--- src/rtl/arith_ctrl_pkg.sv ---
// Shared encodings for the multi-cycle arithmetic machine control path.
package arith_ctrl_pkg;

    localparam int unsigned INST_W   = 32;
    localparam int unsigned OPCODE_W = 6;
    localparam int unsigned FUNCT_W  = 6;

    // Primary opcodes
    localparam logic [OPCODE_W-1:0] OP_RTYPE = 6'h00;
    localparam logic [OPCODE_W-1:0] OP_ADDI  = 6'h08;
    localparam logic [OPCODE_W-1:0] OP_ANDI  = 6'h0c;
    localparam logic [OPCODE_W-1:0] OP_ORI   = 6'h0d;
    localparam logic [OPCODE_W-1:0] OP_XORI  = 6'h0e;

    // R-type function codes
    localparam logic [FUNCT_W-1:0] FN_ADD = 6'h20;
    localparam logic [FUNCT_W-1:0] FN_SUB = 6'h22;
    localparam logic [FUNCT_W-1:0] FN_AND = 6'h24;
    localparam logic [FUNCT_W-1:0] FN_OR  = 6'h25;
    localparam logic [FUNCT_W-1:0] FN_XOR = 6'h26;
    localparam logic [FUNCT_W-1:0] FN_NOR = 6'h27;

    typedef enum logic [2:0] {
        ALU_NONE = 3'd0,
        ALU_ADD  = 3'd2,
        ALU_SUB  = 3'd3,
        ALU_AND  = 3'd4,
        ALU_OR   = 3'd5,
        ALU_NOR  = 3'd6,
        ALU_XOR  = 3'd7
    } alu_op_e;

    typedef enum logic [1:0] {
        SRC2_REG  = 2'd0,
        SRC2_SEXT = 2'd1,
        SRC2_ZEXT = 2'd2
    } src2_sel_e;

    typedef enum logic [1:0] {
        ST_FETCH  = 2'd0,
        ST_DECODE = 2'd1,
        ST_EXEC   = 2'd2,
        ST_HALT   = 2'd3
    } state_e;

    typedef enum logic [1:0] {
        CAUSE_NONE    = 2'd0,
        CAUSE_ILLEGAL = 2'd1,
        CAUSE_TIMEOUT = 2'd2
    } cause_e;

    // Decoded control bundle for one instruction
    typedef struct packed {
        logic      legal;
        logic      rd_src;
        src2_sel_e alu_src2;
        alu_op_e   alu_op;
    } ctrl_t;

    localparam ctrl_t CTRL_ILLEGAL = '{legal: 1'b0, rd_src: 1'b0,
                                       alu_src2: SRC2_REG, alu_op: ALU_NONE};

    function automatic logic [OPCODE_W-1:0] opcode_of(input logic [INST_W-1:0] inst);
        return inst[31:26];
    endfunction

    function automatic logic [FUNCT_W-1:0] funct_of(input logic [INST_W-1:0] inst);
        return inst[5:0];
    endfunction

endpackage

--- src/rtl/arith_ctrl_decode.sv ---
// Combinational opcode/funct decoder; illegal encodings yield all-zero controls.
module arith_ctrl_decode
    import arith_ctrl_pkg::*;
(
    input  logic [5:0] opcode,
    input  logic [5:0] funct,
    output logic       legal,
    output logic       rd_src,
    output logic [1:0] alu_src2,
    output logic [2:0] alu_op
);

    ctrl_t ctrl;

    // Map the instruction fields to the datapath control bundle
    always_comb begin
        ctrl = CTRL_ILLEGAL;
        case (opcode)
            OP_RTYPE: begin
                ctrl.legal    = 1'b1;
                ctrl.rd_src   = 1'b0;
                ctrl.alu_src2 = SRC2_REG;
                case (funct)
                    FN_ADD:  ctrl.alu_op = ALU_ADD;
                    FN_SUB:  ctrl.alu_op = ALU_SUB;
                    FN_AND:  ctrl.alu_op = ALU_AND;
                    FN_OR:   ctrl.alu_op = ALU_OR;
                    FN_NOR:  ctrl.alu_op = ALU_NOR;
                    FN_XOR:  ctrl.alu_op = ALU_XOR;
                    default: ctrl = CTRL_ILLEGAL;
                endcase
            end
            OP_ADDI: ctrl = '{legal: 1'b1, rd_src: 1'b1, alu_src2: SRC2_SEXT, alu_op: ALU_ADD};
            OP_ANDI: ctrl = '{legal: 1'b1, rd_src: 1'b1, alu_src2: SRC2_ZEXT, alu_op: ALU_AND};
            OP_ORI:  ctrl = '{legal: 1'b1, rd_src: 1'b1, alu_src2: SRC2_ZEXT, alu_op: ALU_OR};
            OP_XORI: ctrl = '{legal: 1'b1, rd_src: 1'b1, alu_src2: SRC2_ZEXT, alu_op: ALU_XOR};
            default: ctrl = CTRL_ILLEGAL;
        endcase
    end

    assign legal    = ctrl.legal;
    assign rd_src   = ctrl.rd_src;
    assign alu_src2 = ctrl.alu_src2;
    assign alu_op   = ctrl.alu_op;

endmodule

--- src/rtl/arith_mc_sequencer.sv ---
// FETCH/DECODE/EXEC control sequencer with imem handshake, IR, exceptions and retire count.
module arith_mc_sequencer
    import arith_ctrl_pkg::*;
#(
    parameter int unsigned TIMEOUT = 16,
    parameter int unsigned CNT_W   = 32
) (
    input  logic             clock,
    input  logic             reset,
    output logic             imem_req,
    input  logic             imem_ack,
    input  logic [31:0]      inst_in,
    output logic [31:0]      ir,
    output logic             pc_en,
    output logic             rf_wr_enable,
    output logic             rd_src,
    output logic [1:0]       alu_src2,
    output logic [2:0]       alu_op,
    output logic             except,
    output logic [1:0]       cause,
    output logic [CNT_W-1:0] retired
);

    localparam int unsigned WAIT_W = $clog2(TIMEOUT + 1);
    localparam logic [WAIT_W-1:0] WAIT_LAST = WAIT_W'(TIMEOUT - 1);

    state_e            state, state_next;
    logic [31:0]       ir_next;
    logic [WAIT_W-1:0] wait_cnt, wait_next;
    logic              except_next;
    logic [1:0]        cause_next;
    logic [CNT_W-1:0]  retired_next;
    logic              legal;

    // Control fields are decoded straight from the held instruction
    arith_ctrl_decode u_decode (
        .opcode   (opcode_of(ir)),
        .funct    (funct_of(ir)),
        .legal    (legal),
        .rd_src   (rd_src),
        .alu_src2 (alu_src2),
        .alu_op   (alu_op)
    );

    // State, IR, counters and state-derived enables, all reset synchronously
    always_ff @(posedge clock) begin
        if (reset) begin
            state        <= ST_FETCH;
            ir           <= '0;
            wait_cnt     <= '0;
            except       <= 1'b0;
            cause        <= CAUSE_NONE;
            retired      <= '0;
            imem_req     <= 1'b1;
            pc_en        <= 1'b0;
            rf_wr_enable <= 1'b0;
        end else begin
            state        <= state_next;
            ir           <= ir_next;
            wait_cnt     <= wait_next;
            except       <= except_next;
            cause        <= cause_next;
            retired      <= retired_next;
            imem_req     <= (state_next == ST_FETCH);
            pc_en        <= (state_next == ST_EXEC);
            rf_wr_enable <= (state_next == ST_EXEC);
        end
    end

    // Next-state logic; an ack in the timeout cycle still completes the fetch
    always_comb begin
        state_next   = state;
        ir_next      = ir;
        wait_next    = wait_cnt;
        except_next  = except;
        cause_next   = cause;
        retired_next = retired;
        case (state)
            ST_FETCH: begin
                if (imem_ack) begin
                    ir_next    = inst_in;
                    wait_next  = '0;
                    state_next = ST_DECODE;
                end else if (wait_cnt == WAIT_LAST) begin
                    except_next = 1'b1;
                    cause_next  = CAUSE_TIMEOUT;
                    state_next  = ST_HALT;
                end else begin
                    wait_next = wait_cnt + WAIT_W'(1);
                end
            end
            ST_DECODE: begin
                if (legal) begin
                    state_next = ST_EXEC;
                end else begin
                    except_next = 1'b1;
                    cause_next  = CAUSE_ILLEGAL;
                    state_next  = ST_HALT;
                end
            end
            ST_EXEC: begin
                retired_next = retired + CNT_W'(1);
                state_next   = ST_FETCH;
            end
            ST_HALT: begin
                state_next = ST_HALT;
            end
            default: begin
                state_next = ST_FETCH;
            end
        endcase
    end

endmodule

--- config.mk ---
export PLATFORM = sky130hd
export DESIGN_NAME = arith_mc_sequencer
export DESIGN_NICKNAME = d
export VERILOG_FILES = /design/src/rtl/arith_ctrl_pkg.sv /design/src/rtl/arith_ctrl_decode.sv /design/src/rtl/arith_mc_sequencer.sv
export SDC_FILE = /design/constraint.sdc
export NUM_CORES = 1
export LEC_CHECK = 0
export ABC_AREA = 1
export CAP_MARGIN = 25
export CORE_MARGIN = 3
export CORE_UTILIZATION = 43
export CTS_BUF_LIST = sky130_fd_sc_hd__clkbuf_2 sky130_fd_sc_hd__clkbuf_4 sky130_fd_sc_hd__clkbuf_8
export CTS_CLUSTER_DIAMETER = 30
export DETAILED_ROUTE_END_ITERATION = 10
export PLACE_DENSITY = 0.75
export SETUP_SLACK_MARGIN = 0.4
export SLEW_MARGIN = 20
export SYNTH_ARGS = -nofsm -noshare
export SYNTH_HDL_FRONTEND = slang
export SYNTH_SLANG_ARGS = --single-unit
--- constraint.sdc ---
create_clock -name clock -period 1.8 [get_ports clock]
set_input_delay 0.27 -clock clock [delete_from_list [all_inputs] [get_ports clock]]
set_output_delay 0.27 -clock clock [all_outputs]
set_load 0.02 [all_outputs]
==> metrics, run 1 <==
register area share after synthesis=0.4412; max_cap viols=0; max-slew violations=0; #FFs+latches synth=76; most frequent cells in the layout=nor2_1, nand2_1, dlygate4sd2_1, dfxtp_1, buf_4; most common cell after layout, fill and taps aside=nor2_1; Worst-Skew Late Latency=0.36 ns; Final Critical Period=1.788 ns; Worst-Margin Slew=0.3540 ns; worst path arrival time=1.52 ns; DRT Pass-1 Iters=4; mean post-synth cell area=6.952 µm²; Post-Syn Nets=534; largest net degree at the start of global routing=40; Detailed Route WL=11.22 mm; Tot GR Track Use=0.2253; Req. time, crit path=1.53 ns; Crit Path Max Fanout=4; I/O Pins=111; Crit Path Class=reg2out; drt drc=0; RD Place Congestion=0.8266; port bufs=110; # diodes=0; CTS tree=yes; status=complete, no violations; RSZ-0062 raised after global routing=yes; register area=0.001600 mm²; core area=0.007767 mm²; Final WS setup=0.01183 ns; post-place setup slack=-0.1465 ns; Final Cell Area=0.005774 mm²; leakage=2.512 nW; setup violators final=0; Min Hold Slack=0.4712 ns; YS warnings=0; Crit. End Element=primary output; Post-DRT Antenna Nets=0; Core Util, Final=0.7434; final period utilization=0.9934; CTS Buf Count=9; first-pass GRT wire length=16.07 mm; hpwl dp=6.925 mm; GR Overflow Total=0; share of cells above drive strength 1=0.3645; worst hold path type=reg2reg; mean routed wirelength per cell=14.65 µm; post-synthesis cell area=0.003448 mm²; CTS Buffer Depth=2; CTS hold repair buffers=0; Fillers=573; Worst IR Drop VDD=0.5915 mV; Achievable Freq=0.5592 GHz; Startpoint Class=flip-flop; Synth cell types=32; nets=697; clk_skew=0.01239 ns; Std-Cell Rows=32; Initial DRC Count=143; die footprint=0.009130 mm²; clk root buf=clkbuf_8; Initial Utilization=0.4439; vias per cell=5.035; area delta synth->final=67.45%; Slew headroom=0.7618; H-tree depth=3; pwr/cell area=678.4 mW/mm²; Die Span X=95.55 µm; placed inst area=0.004858 mm²; vias in the first global route=3575; Worst-path clk slew=0.08 ns; Multi-input gate area=0.002150 mm²; vias=3857; DIE HEIGHT=95.55 µm; Clock Sink Count=76; final count of hold timing violations=0; initial antenna violation count=0; Synth Instances=496
## report_power, final
| part | internal, mW | switching, mW |
|---|---|---|
| registers | 1.77 | 0.0702 |
| logic | 0.400 | 0.494 |
| clock network | 0.533 | 0.653 |
## layout make-up
cell class,instances,share of cell area
clock buffer,10,0.02384
clock inverter,6,0.006717
inverter,49,0.03402
multi-input combinational,355,0.3723
sequential,76,0.2771
tap,102,0.02210
timing repair buffer,168,0.2639
## worst max-delay path, stage by stage (launching register included)
cell	delay, ns
dfxtp_4	0.36
buf_6	0.12
nor3_4	0.23
nand2_2	0.14
o22ai_2	0.17
buf_6	0.14
## layer usage
| metal | global-route usage | vias to the layer above | routed length, µm |
|---|---|---|---|
| li1 | - | 1908 | - |
| met2 | 0.3839 | 133 | 5717 |
| met1 | 0.2480 | 1789 | 4376 |
| met5 | 0 | - | 0 |
| met4 | 0.1114 | 0 | 321 |
| met3 | 0.07814 | 27 | 804 |
## through the flow
stage               cells   TNS, ns  power [mW]
CTS                   742         0       3.830
floorplan             496         0       2.236
detailed placement    712   -0.4021       2.638
global placement      712   -0.2113       2.622
finish                766         0       3.917
global route          766  -0.08973       4.099
## state kept, by name, summed over array words and instances (netlist names)
signal	cells
ir	32
state	2
cause	2
rf_wr_enable	1
wait_cnt	5
retired	32
except	1
imem_req	1
## cells by family after synthesis
group           after synthesis  synth area share
simple gates                266            0.3349
compound gates               78            0.1197
flops                        76            0.4412
buf+inv                      65           0.07293
xor+xnor                      8           0.02032
fa+ha+maj                     3           0.01089
## cells in the mapped netlist (all sizes together)
library cell	number	area, µm²
a211oi	1	7.510
ha	3	37.54
nor2	126	534.3
o2111ai	1	8.760
o211ai	2	15.01
xnor2	3	26.28
nor3	6	30.03
nand2	98	387.9
or2	1	6.260
o21bai	1	7.510
buf	4	22.52
nor4	1	6.260
o21ai	44	220.2
xor2	5	43.79
nand4	8	50.05
dfxtp	76	1521
clkbuf	12	45.04
o22ai	1	6.260
nor3b	4	30.03
nand3	22	110.1
a21oi	25	125.1
o21ba	1	10.01
inv	49	183.9
a31oi	2	12.51
## worst paths after layout
path | depth (start not counted) | endpoint | from | slack, ns
worst max register to register | 10 | wait_cnt[3]$_SDFFE_PP0P_ | wait_cnt[0]$_SDFFE_PP0P_ | 0.15
worst max-delay path | 5 | alu_op[0] | ir[30]$_SDFFE_PP0P_ | 0.01
worst min-delay path | 2 | retired[7]$_SDFFE_PP0N_ | retired[7]$_SDFFE_PP0N_ | 0.47
worst min register to register | 2 | retired[7]$_SDFFE_PP0N_ | retired[7]$_SDFFE_PP0N_ | 0.47
## timing repair
item                                    CTS  global route
resized for setup                       166           162
setup buffers                            14            24
endpoints found under the setup margin  104            90
pin swaps                                19            41
Note: power is estimated with default switching activity, not from simulation.
==> run 2, diff against run 1 <==
--- a/config.mk
+++ b/config.mk
@@ -5,14 +5,13 @@
 export SDC_FILE = /design/constraint.sdc
 export NUM_CORES = 1
 export LEC_CHECK = 0
-export ABC_AREA = 1
 export CAP_MARGIN = 25
 export CORE_MARGIN = 3
 export CORE_UTILIZATION = 43
 export CTS_BUF_LIST = sky130_fd_sc_hd__clkbuf_2 sky130_fd_sc_hd__clkbuf_4 sky130_fd_sc_hd__clkbuf_8
 export CTS_CLUSTER_DIAMETER = 30
 export DETAILED_ROUTE_END_ITERATION = 10
-export PLACE_DENSITY = 0.75
+export PLACE_DENSITY = 0.76
 export SETUP_SLACK_MARGIN = 0.4
 export SLEW_MARGIN = 20
 export SYNTH_ARGS = -nofsm -noshare
==> run 2 against run 1 <==
  * The run now ends with setup timing left
  * Die area down 3.0%
  * Critical path type unchanged
  * Critical path depth stayed put
  * Clock skew decreased by 0.0039 ns
  * Total power decreased by 1.6%
  * Critical endpoint unchanged
==> metrics, run 2 <==
mean routed wirelength per cell=17.29 µm (+18%); # diodes=0 (unchanged); die footprint=0.008860 mm² (-3.0%); Multi-input gate area=0.002225 mm² (+3.5%); top-count cell post-synth=nand2_1; max-slew violations=0 (unchanged); setup violators final=9 (+9); core area=0.007408 mm² (-4.6%); Worst Min Path Start=reset; Worst Setup SP=ir[29]$_SDFFE_PP0P_; share of cells above drive strength 1=0.4228 (+0.05829); YS warnings=0 (unchanged); Synth cell types=46 (+44%); vias in the first global route=3574 (-0.028%); placed cells=617 (-13%); vias per cell=5.528 (+9.8%); hpwl dp=6.551 mm (-5.4%); area delta synth->final=76.92%; H-tree depth=3 (unchanged); Req. time, crit path=1.53 ns (about the same); most frequent cells in the layout=nand2_1, buf_4, dlygate4sd2_1, a21oi_1, dfxtp_1; register area share after synthesis=0.4556 (+0.01438); Final WS setup=-0.1334 ns (-0.1452 ns); Achievable Freq=0.5172 GHz (-7.5%); Commonest cells post-synth=nand2_1, dfxtp_1, a21oi_1; failing checks=setup timing; Fillers=471 (-18%); worst-path cell chain=nor4b_4 > nand4b_1 > buf_4 > o22ai_4 > buf_6; leakage=2.544 nW (+1.3%); Initial DRC Count=171 (+20%); Largest regs=ir (32), retired (32), wait_cnt (5); Bufs and invs on worst path=2 (unchanged); worst hold path type=in2reg; Crit Path Max Fanout=2 (-2); #FFs+latches synth=76 (unchanged); Reg2Reg Setup Slack=-0.10 ns (-0.25 ns); initial antenna violation count=0 (unchanged); crit path to=alu_op[0]; Startpoint Class=flip-flop; clk_skew=0.008450 ns (-0.003939 ns); CTS Buf Count=9 (unchanged); CTS Buffer Depth=2 (unchanged); first-pass GRT wire length=17.39 mm (+8.2%); Post-DRT Antenna Nets=0 (unchanged); mean post-synth cell area=8.205 µm² (+18%); Worst-Margin Slew=0.4196 ns (+0.06559 ns); slowest stage cell, crit path=dfxtp_2; nets=622 (-11%); max_cap viols=0 (unchanged); GR Overflow Total=0 (unchanged); most common cell after layout, fill and taps aside=nand2_1; Worst-Skew Late Latency=0.34 ns (-0.02 ns); Worst IR Drop VDD=0.7371 mV (+25%); Clock Sink Count=76 (unchanged); DRT Pass-1 Iters=4 (unchanged); final count of hold timing violations=0 (unchanged); Crit path largest cell delay=0.34 ns (-0.02 ns); Synth area leader=dfxtp_1; Critical Path Stages=5 (unchanged); Layout Cells excl Fill=688 (-10%); largest net degree at the start of global routing=33 (-18%); status=complete, but fails checks; Min Hold Slack=0.3471 ns (-0.1240 ns); CTS tree=yes; Die Span X=94.13 µm (-1.5%); CP top delay family=simple AND/OR/NAND/NOR gates; Yosys top cell area share=0.4556 (+0.01438); pwr/cell area=652.4 mW/mm² (-3.8%); ys flop type=dfxtp_1; vias=3803 (-1.4%); Synth Instances=407 (-18%); Synth area leaders=dfxtp_1, nand2_1, a21oi_1; clk root buf=clkbuf_8; RSZ-0062 raised after global routing=yes; Slew headroom=0.7203 (-0.04155); Final Critical Period=1.933 ns (+0.1452 ns); Detailed Route WL=11.90 mm (+6.0%); port bufs=110 (unchanged); asr flop ratio synth=0 (unchanged); Reg2Reg Depth=9 (-1); Crit. End Element=primary output; Initial Utilization=0.4508 (+0.006825); total negative slack=-0.7120 ns (-0.7120 ns); post-synthesis cell area=0.003339 mm² (-3.2%); Crit Path Class=reg2out; drt drc=0 (unchanged); Worst R2R End=cause[1]$_SDFFE_PP0P_; Worst-path clk slew=0.08 ns (about the same); Post-synth EDFFs=0 (unchanged); Std-Cell Rows=31 (-3.1%); final period utilization=1.074 (+0.08067); Post-Syn Nets=445 (-17%); Critical R2R Launch=ir[29]$_SDFFE_PP0P_; I/O Pins=111 (unchanged); RD Place Congestion=0.8806 (+6.5%); register area=0.001622 mm² (+1.3%); Tot GR Track Use=0.2473 (+0.02196); worst path arrival time=1.66 ns (+0.14 ns); DIE HEIGHT=94.13 µm (-1.5%)
-- run 2: changes by cell type after synthesis, moves of 10 or more --
cell     previous run  this run
nand3_1            22        12
inv_1              43        10
nor2_1            115        29
a21oi_1            25        56
or4_1               0        14
nand2_1            92        79
o21ai_0            41         7
o31ai_1             0        14
-- run 2: worst min path at each step --
| stage | endpoint | slack, ns | cells after the start |
|---|---|---|---|
| finish | retired[24]$_SDFFE_PP0N_ | 0.35 | 2 |
| global route | retired[19]$_SDFFE_PP0N_ | 0.35 | 2 |
| CTS | retired[19]$_SDFFE_PP0N_ | 0.30 | 2 |
| detailed placement | ir[23]$_SDFFE_PP0P_ | 0.45 | 2 |
| global placement | ir[7]$_SDFFE_PP0P_ | 0.44 | 2 |
| floorplan | ir[27]$_SDFFE_PP0P_ | 0.40 | 2 |
-- run 2: per-layer routing --
| metal | track usage | share of wire | routed length (µm) |
|---|---|---|---|
| met2 | 0.4098 | 0.52 | 6146 |
| met4 | 0.08303 | 0.022 | 256 |
| met1 | 0.2994 | 0.38 | 4558 |
| met3 | 0.08333 | 0.079 | 935 |
| met5 | 0 | 0 | 0 |
-- run 2: area by class of cell --
| type | count | share of cell area |
|---|---|---|
| Clock buffer | 10 | 0.02224 |
| Clock inverter | 6 | 0.01038 |
| Inverter | 10 | 0.006777 |
| Multi-Input combinational cell | 296 | 0.3765 |
| Sequential cell | 76 | 0.2745 |
| Tap cell | 99 | 0.02097 |
| Timing Repair Buffer | 191 | 0.2886 |
-- run 2: repair_timing --
item                                    in CTS  in global routing
endpoints found under the hold margin        0                  0
pin swaps                                   30                 26
endpoints found under the setup margin     140                 85
cloned                                       2                  0
hold buffers                                 0                  0
gates resized for setup                    199                 79
setup buffers                               39                 14
-- run 2: cell families after synthesis --
group           count (synthesis)  synth area share
flops                          76            0.4556
simple gates                  186            0.2825
fa+ha+maj                       3           0.01124
buf+inv                        37           0.05245
xor+xnor                       13           0.03410
compound gates                 87            0.1476
mux                             5           0.01648
-- run 2: power breakdown --
group	switching [mW]	leakage (nW)	total, mW	internal [mW]
combinational	0.410	1.80	0.764	0.354
clock	0.650	0.105	1.31	0.659
sequential	0.0504	0.643	1.78	1.73
total	1.11	2.54	3.85	2.74
-- run 2: stage by stage --
step	setup WS, ns	util	power [mW]	cell area (µm²)
after floorplan	0.1906	-	2.178	3631
after global placement	-0.2337	0.6634	2.518	4915
after detailed placement	-0.2270	0.6634	2.529	4915
after CTS	-0.07665	0.7593	3.848	5625
after global routing	-0.2012	0.7975	4.034	5908
final	-0.1334	0.7975	3.855	5908
==> run 3, diff against run 2 <==
--- a/config.mk
+++ b/config.mk
@@ -11,9 +11,9 @@
 export CTS_BUF_LIST = sky130_fd_sc_hd__clkbuf_2 sky130_fd_sc_hd__clkbuf_4 sky130_fd_sc_hd__clkbuf_8
 export CTS_CLUSTER_DIAMETER = 30
 export DETAILED_ROUTE_END_ITERATION = 10
-export PLACE_DENSITY = 0.76
+export PLACE_DENSITY_LB_ADDON = 0.08
 export SETUP_SLACK_MARGIN = 0.4
-export SLEW_MARGIN = 20
+export SLEW_MARGIN = 40
 export SYNTH_ARGS = -nofsm -noshare
 export SYNTH_HDL_FRONTEND = slang
 export SYNTH_SLANG_ARGS = --single-unit
==> run 3 against run 2 <==
  * The run still ends with setup timing left
  * Sequential power hardly changed
  * Total power rose by 8.9%
  * Maximum frequency is 2.9% lower
  * Clock power up 24%
  * Global-route usage is 0.32 points higher
  * Via count up 3.9%
  * Combinational power grew 4.2%
  * Register-to-register slack hardly changed
  * Utilization is 3.4 points higher
  * Final area up 4.2%
  * Setup slack got worse by 0.058 ns
  * Clock skew is 0.0055 ns higher
==> metrics, run 3 (synthesized netlist as in run 2, its figures left out) <==
largest net degree at the start of global routing=44 (+33%); placed cells=618 (+0.16%); die footprint=0.008860 mm² (unchanged); CTS Buf Count=9 (unchanged); DIE HEIGHT=94.13 µm (unchanged); Crit path largest cell delay=0.35 ns (about the same); Detailed Route WL=13.01 mm (+9.3%); Total Power=4.197 mW (+8.9%); area delta synth->final=84.41%; mean routed wirelength per cell=18.69 µm (+8.1%); Slew headroom=0.7605 (+0.04020); max_cap viols=0 (unchanged); Layout Cells excl Fill=696 (+1.2%); placed inst area=0.004935 mm² (+0.41%); Worst-path clk slew=0.09 ns (about the same); Crit Path Max Fanout=2 (unchanged); first-pass GRT wire length=17.62 mm (+1.3%); vias in the first global route=3620 (+1.3%); Std-Cell Rows=31 (unchanged); Tot GR Track Use=0.2505 (+0.003200); Post-DRT Antenna Nets=0 (unchanged); setup violators final=8 (-1); CTS tree=yes; port bufs=110 (unchanged); CTS hold repair buffers=0 (unchanged); Final Cell Area=0.006158 mm² (+4.2%); total negative slack=-0.7580 ns (-0.04604 ns); worst-path cell chain=nor4b_4 > nand4b_1 > buf_4 > o22ai_2 > buf_6; Worst IR Drop VDD=0.4241 mV (-42%); vias=3952 (+3.9%); Min Hold Slack=0.2840 ns (-0.06317 ns); CP top delay family=simple AND/OR/NAND/NOR gates; Final Critical Period=1.992 ns (+0.05842 ns); Reg2Reg Setup Slack=-0.09 ns (about the same); clk_skew=0.01398 ns (+0.005528 ns); post-place setup slack=-0.2407 ns (-0.01370 ns); CTS Buffer Depth=2 (unchanged); Worst-Skew Late Latency=0.35 ns (about the same); worst hold path type=in2reg; Largest regs=ir (32), retired (32), wait_cnt (5); GR Overflow Total=0 (unchanged); status=complete, but fails checks; Crit. End Element=primary output; Bufs and invs on worst path=2 (unchanged); final count of hold timing violations=0 (unchanged); Worst R2R End=cause[1]$_SDFFE_PP0P_; Die Span X=94.13 µm (unchanged); I/O Pins=111 (unchanged); Clock Sink Count=76 (unchanged); final period utilization=1.107 (+0.03246); failing checks=setup timing; RSZ-0062 raised after global routing=yes; Initial DRC Count=187 (+9.4%); Startpoint Class=flip-flop; H-tree depth=3 (unchanged); Core Util, Final=0.8313 (+0.03378); most common cell after layout, fill and taps aside=nand2_1; share of cells above drive strength 1=0.4623 (+0.03956); initial antenna violation count=0 (unchanged); core area=0.007408 mm² (unchanged); nets=630 (+1.3%); RD Place Congestion=0.8181 (-7.1%); Reg2Reg Depth=9 (unchanged); hpwl dp=6.286 mm (-4.0%); most frequent cells in the layout=nand2_1, buf_4, dlygate4sd2_1, a21oi_1, dfxtp_1; crit path to=alu_op[0]; leakage=2.646 nW (+4.0%); Fillers=434 (-7.9%); Achievable Freq=0.5021 GHz (-2.9%); max-slew violations=0 (unchanged); Critical R2R Launch=ir[29]$_SDFFE_PP0P_; pwr/cell area=681.5 mW/mm² (+4.5%); Worst Setup SP=ir[29]$_SDFFE_PP0P_; DRT Pass-1 Iters=5 (+1); Req. time, crit path=1.53 ns (about the same); vias per cell=5.678 (+2.7%); Worst-Margin Slew=0.3563 ns (-0.06334 ns); Final WS setup=-0.1918 ns (-0.05842 ns); drt drc=0 (unchanged); Initial Utilization=0.4508 (unchanged); clk root buf=clkbuf_8; # diodes=0 (unchanged); worst path arrival time=1.72 ns (+0.06 ns); Crit Path Class=reg2out; Critical Path Stages=5 (unchanged); slowest stage cell, crit path=dfxtp_2
run 3: worst register-to-register path, stage by stage (launching register included):
cell      delay (ns)
dfxtp_2         0.35
nor4b_4         0.35
nand4b_1        0.20
buf_4           0.19
buf_4           0.12
buf_6           0.10
buf_6           0.10
buf_6           0.11
and2_4          0.14
a211oi_2        0.16
run 3: report_power, final:
group          leakage (nW)  total, mW  switching (mW)  internal, mW
Sequential            0.643       1.78          0.0511          1.73
Combinational          1.88      0.796           0.427         0.369
Clock                 0.120       1.62           0.689         0.931
run 3: repair_timing:
item	in CTS	in global routing
gates resized for setup	220	93
cloned	2	1
buffers inserted	37	22
pin swaps	33	45
setup endpoints to repair	141	100
run 3: how the worst min path moves through the flow:
stage                              startpoint                       end  slack [ns]  cells after the start
after floorplan                   inst_in[27]       ir[27]$_SDFFE_PP0P_        0.40                      2
after global placement     ir[7]$_SDFFE_PP0P_        ir[7]$_SDFFE_PP0P_        0.44                      2
after detailed placement  ir[15]$_SDFFE_PP0P_       ir[15]$_SDFFE_PP0P_        0.45                      2
after CTS                               reset  retired[24]$_SDFFE_PP0N_        0.26                      2
after global routing                    reset  retired[26]$_SDFFE_PP0N_        0.28                      2
final                                   reset  retired[26]$_SDFFE_PP0N_        0.28                      2
run 3: final cells by class:
cell class | count | area, µm² | area share
Multi-Input combinational cell | 296 | 2295 | 0.3726
Inverter | 10 | 45.04 | 0.007314
Sequential cell | 76 | 1624 | 0.2637
Clock buffer | 9 | 123.9 | 0.02011
Timing Repair Buffer | 199 | 1823 | 0.2960
Tap cell | 99 | 123.9 | 0.02011
Clock inverter | 7 | 123.9 | 0.02011
run 3: routing by layer:
metal  global-route usage  up-vias  part of all wire
li1                     -     1806                 -
met1               0.2897     1870              0.36
met2               0.4358      227              0.52
met3              0.08253       49             0.079
met4              0.07702        0             0.033
met5                    0        -                 0
